$ cat src/rtl/result_to_ascii.sv
// result_to_ascii: sequential double-dabble of a binary result, streamed as ASCII decimal digits MSD-first
module result_to_ascii #(
  parameter int WIDTH = 32,
  parameter int DIGITS = 10,
  parameter bit EMIT_NEWLINE = 1
) (
  input  logic             clk,
  input  logic             reset,
  input  logic             in_valid,
  input  logic [WIDTH-1:0] in_data,
  output logic             in_ready,
  output logic             char_valid,
  output logic [7:0]       char_data,
  input  logic             char_ready,
  output logic             busy
);
  localparam int BW = 4 * DIGITS;
  localparam int CW = $clog2(WIDTH) + 1;
  localparam int PW = DIGITS > 1 ? $clog2(DIGITS) : 1;
  typedef enum logic [1:0] {IDLE, CONVERT, EMIT, NEWLINE} state_t;
  state_t state;
  logic armed;
  logic [BW-1:0] bcd, adj, bcd_next;
  logic [WIDTH-1:0] sh;
  logic [CW-1:0] cnt;
  logic [PW-1:0] ptr, msd;
  logic [3:0] nib;
  always_comb begin
    adj = bcd;
    for (int i = 0; i < DIGITS; i++)
      adj[4*i +: 4] = bcd[4*i +: 4] >= 4'd5 ? bcd[4*i +: 4] + 4'd3 : bcd[4*i +: 4];
  end
  assign bcd_next = BW'({adj, sh[WIDTH-1]});
  // highest non-zero nibble of the final value; leading zeros are skipped
  always_comb begin
    msd = '0;
    for (int i = 0; i < DIGITS; i++)
      if (bcd_next[4*i +: 4] != 4'd0) msd = PW'(i);
  end
  assign nib = bcd[4*ptr +: 4];
  assign in_ready = state == IDLE && armed;
  assign busy = state != IDLE;
  assign char_valid = state == EMIT || state == NEWLINE;
  assign char_data = state == EMIT ? 8'h30 + {4'h0, nib} : state == NEWLINE ? 8'h0A : 8'h00;
  always_ff @(posedge clk) begin
    if (reset) begin
      state <= IDLE;
      armed <= 1'b1;
      bcd <= '0;
      sh <= '0;
      cnt <= '0;
      ptr <= '0;
    end else begin
      if (!in_valid) armed <= 1'b1;
      case (state)
        IDLE: if (in_valid && in_ready) begin
          sh <= in_data;
          bcd <= '0;
          cnt <= '0;
          armed <= 1'b0;
          state <= CONVERT;
        end
        CONVERT: begin
          bcd <= bcd_next;
          sh <= sh << 1;
          cnt <= cnt + 1'b1;
          if (cnt == CW'(WIDTH - 1)) begin
            ptr <= msd;
            state <= EMIT;
          end
        end
        EMIT: if (char_ready) begin
          if (ptr == '0) state <= EMIT_NEWLINE ? NEWLINE : IDLE;
          else ptr <= ptr - 1'b1;
        end
        NEWLINE: if (char_ready) state <= IDLE;
        default: state <= IDLE;
      endcase
    end
  end
endmodule
$ cat config.mk
export PLATFORM = sky130hd
export DESIGN_NAME = result_to_ascii
export DESIGN_NICKNAME = d
export VERILOG_FILES = /design/src/rtl/result_to_ascii.sv
export SDC_FILE = /design/constraint.sdc
export NUM_CORES = 1
export LEC_CHECK = 0
export ABC_AREA = 1
export CAP_MARGIN = 10
export CORE_MARGIN = 4
export CORE_UTILIZATION = 64
export DETAILED_ROUTE_END_ITERATION = 10
export DONT_BUFFER_PORTS = 1
export GPL_TIMING_DRIVEN = 0
export PLACE_DENSITY = 0.8
export SLEW_MARGIN = 40
export SYNTH_ARGS = -nofsm -noshare
export SYNTH_HDL_FRONTEND = slang
export SYNTH_SLANG_ARGS = --single-unit
export TNS_END_PERCENT = 20
$ cat constraint.sdc
create_clock -name clk -period 2.43 [get_ports clk]
set_clock_uncertainty 0.15 [all_clocks]
set_input_delay 0.6075 -clock clk [delete_from_list [all_inputs] [get_ports clk]]
set_output_delay 0.6075 -clock clk [all_outputs]
set_load 0.005 [all_outputs]
; After elaboration in Yosys (flattened, before gate mapping)
; Index checks and enable logic that the tools add are counted.
[classes]
order_cmp = 10
shift = 1
n_addsub = 13
n_eq_ne = 10
n_reduce_logical = 20
n_mux = 40
[ops]
columns = operator, n
row1 = 4-bit 2-to-1 mux, 21
row2 = 40-bit one-hot mux with 2 select lines, 1
row3 = 32-bit one-hot mux with 2 select lines, 1
row4 = "4-bit by 3-bit >= comparator with 1-bit output, second input constant", 10
row5 = 40-bit 2-to-1 mux, 1
row6 = 40-bit by 7-bit indexed part select with 4-bit output, 1
row7 = "4-bit by 2-bit adder with 4-bit output, second input constant", 9
row8 = 4-bit nonzero test, 9
row9 = 32-bit 2-to-1 mux, 1
row10 = 6-bit one-hot mux with 2 select lines, 1
row11 = 2-bit 2-to-1 mux, 5
row12 = "2-bit != test, second input constant", 4
row13 = 2-bit one-hot mux with 4 select lines, 1
row14 = 4-bit one-hot mux with 2 select lines, 1
row15 = "6-bit by 4-bit adder with 7-bit output, first input constant", 1
row16 = 7-bit 2-to-1 mux, 1
row17 = "6-bit by 1-bit adder with 6-bit output, second input constant", 1
row18 = "6-bit by 5-bit equality test with 1-bit output, second input constant", 1
row19 = 6-bit 2-to-1 mux, 1
row20 = 2-bit nonzero test, 3
row21 = 5-bit AND reduction, 1
row22 = "2-bit equality test, second input constant", 2
row23 = 4-bit zero test, 1
row24 = 1-bit 2-to-1 mux, 4
row25 = 10 further kinds, 12
[totals]
reg_bits = 85
input_bits = 36

; Depth between registers and ports, before layout
; Gate-level depths: netlist (run 1).
[logic_depth]
depth_word = 14
ltp_mapped = 20
mapped_depth_nobuf = 20

; Worst setup path after synthesis (run 1)
; Ideal clock, no wire load.
[synth_timing]
path_kind = reg-to-reg
startpoint = register ptr[1]
endpoint = register ptr[0]
t_arrival_ps = 1855
setup_time_ps = 67
synth_period_minus_slack_ps = 2072
required_ps = 2213
path_buffers = 2
path_slack_ps = 358
stages_incl_launch_ff = 13
cell_sequence = dfxtp_1 clkbuf_1 inv_1 clkbuf_1 ha_1 nand2_1 o21ai_1 o21a_1 nor3_2 inv_1 a21oi_1 nand2_1 a21oi_2
[synth_between]
elab_chain_cells = 3
[synth_rtl]
columns = item, line
row1 = start: declaration, 26  ; logic [PW-1:0] ptr, msd;
row2 = start signal: assignment, 68  ; ptr <= msd;
row3 = start signal: assignment, 74  ; else ptr <= ptr - 1'b1;
row4 = 4-bit zero test, 73  ; if (ptr == '0) state <= EMIT_NEWLINE ? NEWLINE : IDLE;
row5 = 2-bit != test (no source line), --
row6 = 4-bit AND reduction (no source line), --
; No other way between the ends.
; A chain may end at the register's enable or synchronous reset.

; Final worst setup path (run 1)
[layout_timing]
startpoint = register state[0]
endpoint = output char_data[1]
[layout_between]
elab_chain_cells = 3
elab_cells_between_ends = 4
cone_classes = 2 x eq/ne / 2 x mux
[layout_rtl]
columns = item, line
row1 = start: declaration, 21  ; state_t state;
row2 = start signal: assignment, 73
row3 = 2-bit equality test, 44  ; assign char_data = state == EMIT ? 8'h30 + {4'h0, nib} : state == NEWLINE ? 8'h0A : 8'h00;
row4 = 4-bit 2-to-1 mux, 44
row5 = 7-bit 2-to-1 mux *, 44
row6 = end: declaration, 13  ; output logic [7:0] char_data,
; Every way passes the cells marked *; elsewhere a longest branch is shown, timed or not.

==> results of run 1 <==
-- cell families after synthesis --
kind of cell / synth area share
simple gates: 0.273
flops: 0.341
buf+inv: 0.0928
xor+xnor: 0.0158
fa+ha+maj: 0.0677
other cells: 0.000752
compound gates: 0.209
-- cell usage after synthesis --
cell         n
o22ai_1      5
clkbuf_1    25
nand4_1      6
or2_2        1
o211ai_1     5
o21ai_0     39
nor2_1      39
dfxtp_1     85
nor3_2       1
conb_1       1
nor2_2       2
inv_2       12
o31ai_1      1
nand2_1    232
a2bb2oi_1    2
buf_4        3
inv_1       67
a21oi_2      1
nor3b_1      2
a211oi_1     4
o21ai_1     17
nor4_1       2
nand3_1     32
a21oi_1     72
o21a_1       3
o311ai_1     1
a31oi_1     34
nor3_1       6
or2_1        1
nand2_2      3
xor2_1       9
o21ai_4      1
nand3_2      3
a211o_1      1
buf_2       10
ha_1        27
and2_1       1
-- through the flow --
step	setup TNS (ns)	utilization	instances
after detailed placement	-0.134	0.691	856
after CTS	-0.0203	0.719	870
after global placement	-0.0513	0.691	856
after global routing	-0.0521	0.724	870
after floorplan	0	-	757
final	0	0.724	870
-- sequential cells by signal, indices dropped and copies added (netlist names) --
name   flops
armed      1
bcd       40
cnt        6
ptr        4
sh        32
state      2
-- timing repair --
action                                  4_1_cts  5_1_grt
gates resized for setup                      12       20
endpoints found under the setup margin        8       16
hold buffers                                  0        0
buffers inserted                              0        0
pin swaps                                     1        0
-- worst paths after layout --
kind	from	endpoint	slack, ns	cells after the start
hold / removal	in_valid	armed$_SDFF_PP1_	0.20	1
setup / recovery	state[0]$_SDFFE_PP0P_	char_data[1]	0.03	6
setup reg to reg	bcd[16]$_SDFFE_PP0P_	ptr[0]$_SDFFE_PP0P_	0.20	14
hold reg to reg	sh[0]$_SDFFE_PP0P_	sh[0]$_SDFFE_PP0P_	0.32	2
-- worst max-delay path, stage by stage (launching register included) --
cell and delay [ns]:
dfxtp_2 0.34, inv_1 0.12, ha_2 0.23, clkbuf_4 0.21, inv_2 0.09, a31oi_1 0.19
a21oi_2 0.10
-- per-layer routing --
layer	part of all wire	up-vias	wire [um]
li1	-	2511	-
met4	0.037	0	459
met1	0.43	2245	5350
met5	0	-	0
met3	0.059	37	728
met2	0.47	162	5820
-- power groups by stage --
stage | Combinational (uW) | Sequential (uW) | Clock [uW]
finish | 1910 | 1750 | 1030
global route | 2120 | 1770 | 1090
CTS | 1870 | 1740 | 1030
detailed placement | 1860 | 1750 | 0
global placement | 1790 | 1740 | 0
floorplan | 1360 | 1720 | 0
-- final cells by class --
cell class,count,area [sq um],area share
inverters,79,297,0.0553
well taps,99,124,0.0231
flip-flops and latches,85,1710,0.319
clock buffers,9,124,0.0231
plain buffers,37,179,0.0334
clock inverters,6,71.3,0.0133
multi-input cells,555,2860,0.533
-- placed cells by master, fill, tap and decap left out, drive strengths merged, types with 2 or more instances in the layout --
| master | n |
|---|---|
| nand2 | 235 |
| dfxtp | 85 |
| inv | 81 |
| a21oi | 73 |
| o21ai | 57 |
| nor2 | 41 |
| nand3 | 35 |
| a31oi | 34 |
| clkbuf | 30 |
| ha | 27 |
| buf | 16 |
| xor2 | 9 |
| nor3 | 7 |
| nand4 | 6 |
| o211ai | 5 |
| o22ai | 5 |
| a211oi | 4 |
| o21a | 3 |
| nor3b | 2 |
| nor4 | 2 |
| a2bb2oi | 2 |
| conb | 2 |
| clkinvlp | 2 |
| or2 | 2 |
==> flow_summary_export.csv, run 1 <==
group,metric,value,unit
synthesis,netlist_instances,756,
grt,global_route.usage.met3,0.0430,
power,combPwrFrac,0.408,
clock_network,cts-root-to-sink-buffers,2,
die,area_of_the_core,0.00741,sq mm
timing,fmax,416,MHz
die,ioPinCount,47,
timing,timing.final.setup_violations,0,
drt,residual_antenna_violating_net_count_after_detailed_routing,0,
grt,gr-usage-all-layers,0.283,
layout,fin_area,0.00536,sq mm
layout,number_of_nets_at_the_end_of_the_flow,830,
power,pwr_density_cell,873,mW/mm^2
synthesis,synth_warnings,0,
setup_path,cp.arrival,1.65,ns
drt,drt_pre_antenna_iters,5,
die,rows,31,
power,switching_share,0.433,
synthesis,synth.distinct_cells,37,
layout,fillerInstances,641,
layout,antenna_cells_inserted,0,
clock_network,cts_num_sinks,85,
drt,drc,0,
job,maxCapViolations,0,
timing,finalMaxSlewViolations,0,
grt,grt_first_pass_wirelength,20.6,mm
synthesis,postSynthRegisterBits,85,
setup_path,timing.critical_path.from_type,"flop",
layout,post_route_cells_drive_above_1_share,0.0947,
drt,detailedRoute.firstIterationViolations,244,
power,seqPwrFrac,0.373,
synthesis,synth_largest_type_area_fraction,0.341,
clock_network,clk_latency,0.35,ns
place,dp_hpwl,9.40,mm
synthesis,synth_sequential_area_ratio,0.341,
synthesis,synth.top_cells.by_area,"dfxtp_1, nand2_1, a21oi_1, ha_1, inv_1",
place,placement.setup.worst_slack,-0.0928,ns
clock_network,clock_tree.root_cell,"clkbuf_8",
power,share_clk_of_total_power,0.219,
clock_network,tritoncts,"done",
clock_network,cts-htree-levels,3,
layout,syn_to_final_growth,7.50,%
power,p_leak,0.00217,uW
grt,first_global_vias,4594,
grt,grt-ovfl-total,0,
status,run_status,"finished clean",
clock_network,cts_made_buffers,9,
timing,finalCritPeriodShare,0.990,
drt,route.detailed.vias_per_inst,5.70,
synthesis,post_synth_instance_area,0.00499,sq mm
place,routabilityCongestion,0.910,
place,detailed_place.area,0.00512,sq mm
grt,groute.layer.met2.usage,0.480,
synthesis,yosysTopAreaCell,"dfxtp_1",
die,start_util,0.674,
timing,fin_worst_hold_slack,0.199,ns
place,port-buffer-count,0,
grt,grt_start_max_net_pins,16,
die,chipHeight,96.3,um
power,p_total,4680,uW
grt,use_met1,0.351,
setup_path,cp_data_required_time,1.67,ns
drt,vias,4955,
setup_path,path_max_fanout,8,
power,power_switching,2030,uW
drt,drt-wirelength-per-cell,14.2,um
timing,post-route-worst-setup-slack,0.0251,ns
timing,rel_slew_slack,0.584,
die,dieArea,0.00927,sq mm
clock_network,clk_pin_slew,0.09,ns
die,floorplan.die.width,96.3,um
grt,grt_antenna_before_repair,0,
timing,hold_violations,0,
synthesis,post_synth.cell_area_avg,6.60,sq um
setup_path,worst-setup-path-type,"flop to primary output",
timing,rsz0062_at_grt,"yes",
grt,grt-busiest-layer,"met2",
drt,route.final.wire_length,12.4,mm
power,peakVddDrop,0.636,mV
power,internal-power,2650,uW
min_path,hold_path_class,"input pin to flop",
timing,minimum_period_implied_by_the_final_worst_setup_slack,2.40,ns
setup_path,worstSetupEndpointType,"primary output",
timing,tightestPinTransition,0.625,ns
Power figures use the tool's default switching activity.
==> run 2: changes to the inputs <==
- CORE_UTILIZATION: 64 -> 60
- PLACE_DENSITY: 0.8 -> 0.76
==> flow_summary_export.csv, run 2 (synthesis results as in run 1) <==
group,metric,value,unit
drt,drt_pre_antenna_iters,5,
setup_path,worst_r2r_startpoint,"bcd[32]$_SDFFE_PP0P_",
layout,number_of_flip_flops_in_the_largest_register,40,
min_path,hold_start,"in_valid",
die,floorplan.die.width,99.2,um
status,run_status,"finished clean",
die,rows,32,
clock_network,clock_tree.root_cell,"clkbuf_8",
setup_path,cpPeakStageDelay,0.35,ns
timing,finalMaxSlewViolations,0,
setup_path,timing.critical_path.from_type,"flop",
drt,route.detailed.vias_per_inst,5.66,
layout,layout.cells.most_common_list,"nand2_1, dfxtp_1, a21oi_1, inv_1, o21ai_0",
job,maxCapViolations,0,
grt,gr-usage-all-layers,0.257,
setup_path,crit_path_cell_trace,"inv_1 > ha_2 > clkbuf_4 > inv_4 > a31oi_1 > a21oi_2",
clock_network,cts-root-to-sink-buffers,2,
clock_network,tritoncts,"done",
timing,fmax,422,MHz
setup_path,ff2ff_path_depth,10,
die,start_util,0.633,
die,dieArea,0.00984,sq mm
setup_path,cp.arrival,1.61,ns
grt,grt_start_max_net_pins,16,
place,port-buffer-count,0,
timing,final.setup.tns,0,ns
drt,residual_antenna_violating_net_count_after_detailed_routing,0,
place,detailed_place.area,0.00512,sq mm
layout,fin_area,0.00539,sq mm
power,peakVddDrop,0.582,mV
die,ioPinCount,47,
timing,post-route-worst-setup-slack,0.0584,ns
layout,syn_to_final_growth,8.07,%
layout,fillerInstances,693,
layout,layout_commonest_cell,"nand2_1",
place,routabilityCongestion,0.899,
timing,timing.final.setup_violations,0,
die,chipHeight,99.2,um
grt,grt_antenna_before_repair,0,
timing,minimum_period_implied_by_the_final_worst_setup_slack,2.37,ns
setup_path,worst-setup-path-type,"flop to primary output",
grt,grt_first_pass_wirelength,20.9,mm
place,placement.setup.worst_slack,-0.0536,ns
timing,tightestPinTransition,0.586,ns
setup_path,critical_path.reg2reg.endpoint,"ptr[3]$_SDFFE_PP0P_",
power,p_leak,0.00218,uW
power,pwr_density_cell,873,mW/mm^2
setup_path,cp_data_required_time,1.67,ns
min_path,hold_path_class,"input pin to flop",
clock_network,cts_num_sinks,85,
min_path,hold_path_sink,"armed$_SDFF_PP1_",
clock_network,clk_latency,0.36,ns
drt,route.final.wire_length,12.4,mm
timing,rsz0062_at_grt,"yes",
drt,vias,4962,
layout,register_area,0.00171,sq mm
layout,post_route_cells_drive_above_1_share,0.0982,
min_path,hold_path_depth,1,
grt,first_global_vias,4594,
place,dp_hpwl,9.41,mm
clock_network,cts-htree-levels,3,
setup_path,worstSetupEndpointType,"primary output",
layout,total_area_of_multi_input_combinational_cells,0.00287,sq mm
grt,grt-ovfl-total,0,
setup_path,reg2reg_setup_slack,0.20,ns
drt,detailedRoute.firstIterationViolations,275,
drt,drt-wirelength-per-cell,14.1,um
layout,antenna_cells_inserted,0,
timing,rel_slew_slack,0.609,
setup_path,critPathBufInv,3,
setup_path,crit_slowest_cell,"dfxtp_2",
timing,hold_violations,0,
setup_path,path_max_fanout,8,
setup_path,worst_path_dominant_cell_family,"buffers and inverters",
clock_network,cts_made_buffers,9,
layout,number_of_nets_at_the_end_of_the_flow,832,
die,area_of_the_core,0.00789,sq mm
layout,largest_register,"bcd",
clock_network,count_of_hold_buffers_inserted_by_post_cts_repair,0,
layout,largest_registers,"bcd x40, sh x32, cnt x6",
clock_network,clk_pin_slew,0.09,ns
timing,finalCritPeriodShare,0.976,
drt,drc,0,
[run 2: layout make-up]
cell class | instances | share of cell area
multi-input combinational | 555 | 0.531
sequential | 85 | 0.318
clock inverter | 6 | 0.0130
buffer | 37 | 0.0325
inverter | 79 | 0.0555
clock buffer | 10 | 0.0237
tap | 102 | 0.0237
timing repair buffer | 2 | 0.00278
[run 2: through the flow]
| stage | hold WS (ns) | utilization | std cells | total power, uW |
|---|---|---|---|---|
| global route | 0.181 | 0.684 | 876 | 5030 |
| detailed placement | 0.295 | 0.649 | 859 | 3600 |
| finish | 0.183 | 0.684 | 876 | 4710 |
| global placement | 0.289 | 0.649 | 859 | 3540 |
| CTS | 0.177 | 0.678 | 874 | 4670 |
| floorplan | 0.279 | - | 757 | 3080 |
[run 2: layer usage]
layer,vias up,GRT usage,wire (um)
met5,-,0,0
met4,0,0.111,334
met3,26,0.0379,668
met2,155,0.430,5890
met1,2271,0.328,5480
li1,2510,-,-
[run 2: worst reg2reg max path, delay by kind of cell, from the launching register on]
| kind | cells | cell delay, ns |
|---|---|---|
| AND/OR/NAND/NOR | 4 | 0.84 |
| flip-flops | 1 | 0.43 |
| AO/OA/AOI/OAI | 2 | 0.21 |
| XOR/XNOR | 1 | 0.09 |
| buffers and inverters | 2 | 0.19 |
| adder cells (fa/ha/maj) | 1 | 0.20 |
[run 2: worst max path at each step]
stage / from / endpoint / slack [ns] / cells past startpoint
floorplan: ptr[1]$_SDFFE_PP0P_ / ptr[0]$_SDFFE_PP0P_ / 0.36 / 12
global placement: ptr[1]$_SDFFE_PP0P_ / ptr[0]$_SDFFE_PP0P_ / 0.02 / 12
detailed placement: ptr[1]$_SDFFE_PP0P_ / ptr[0]$_SDFFE_PP0P_ / -0.05 / 12
CTS: state[0]$_SDFFE_PP0P_ / char_data[1] / -0.004 / 6
global route: ptr[1]$_SDFFE_PP0P_ / char_data[1] / -0.05 / 7
finish: state[0]$_SDFFE_PP0P_ / char_data[1] / 0.06 / 6
[run 2: report_power, final]
part	leakage (uW)	internal (uW)	switching, uW
clock network	0.0000895	483	558
registers	0.000693	1610	132
logic	0.00139	580	1350
total	0.00218	2670	2040
[run 2: repair_timing]
item / in CTS / in global routing
gates resized for setup: 16 / 15
buffers inserted: 0 / 2
endpoints found under the setup margin: 8 / 32
pin swaps: 1 / 2
==> run 3: changes to the inputs <==
- TNS_END_PERCENT: 20 -> default
==> results of run 3 <==
Same layout as run 2: the final DEF is identical, and so are final timing and power.
Main changes from that run: number of gates resized after CTS 16 -> 17
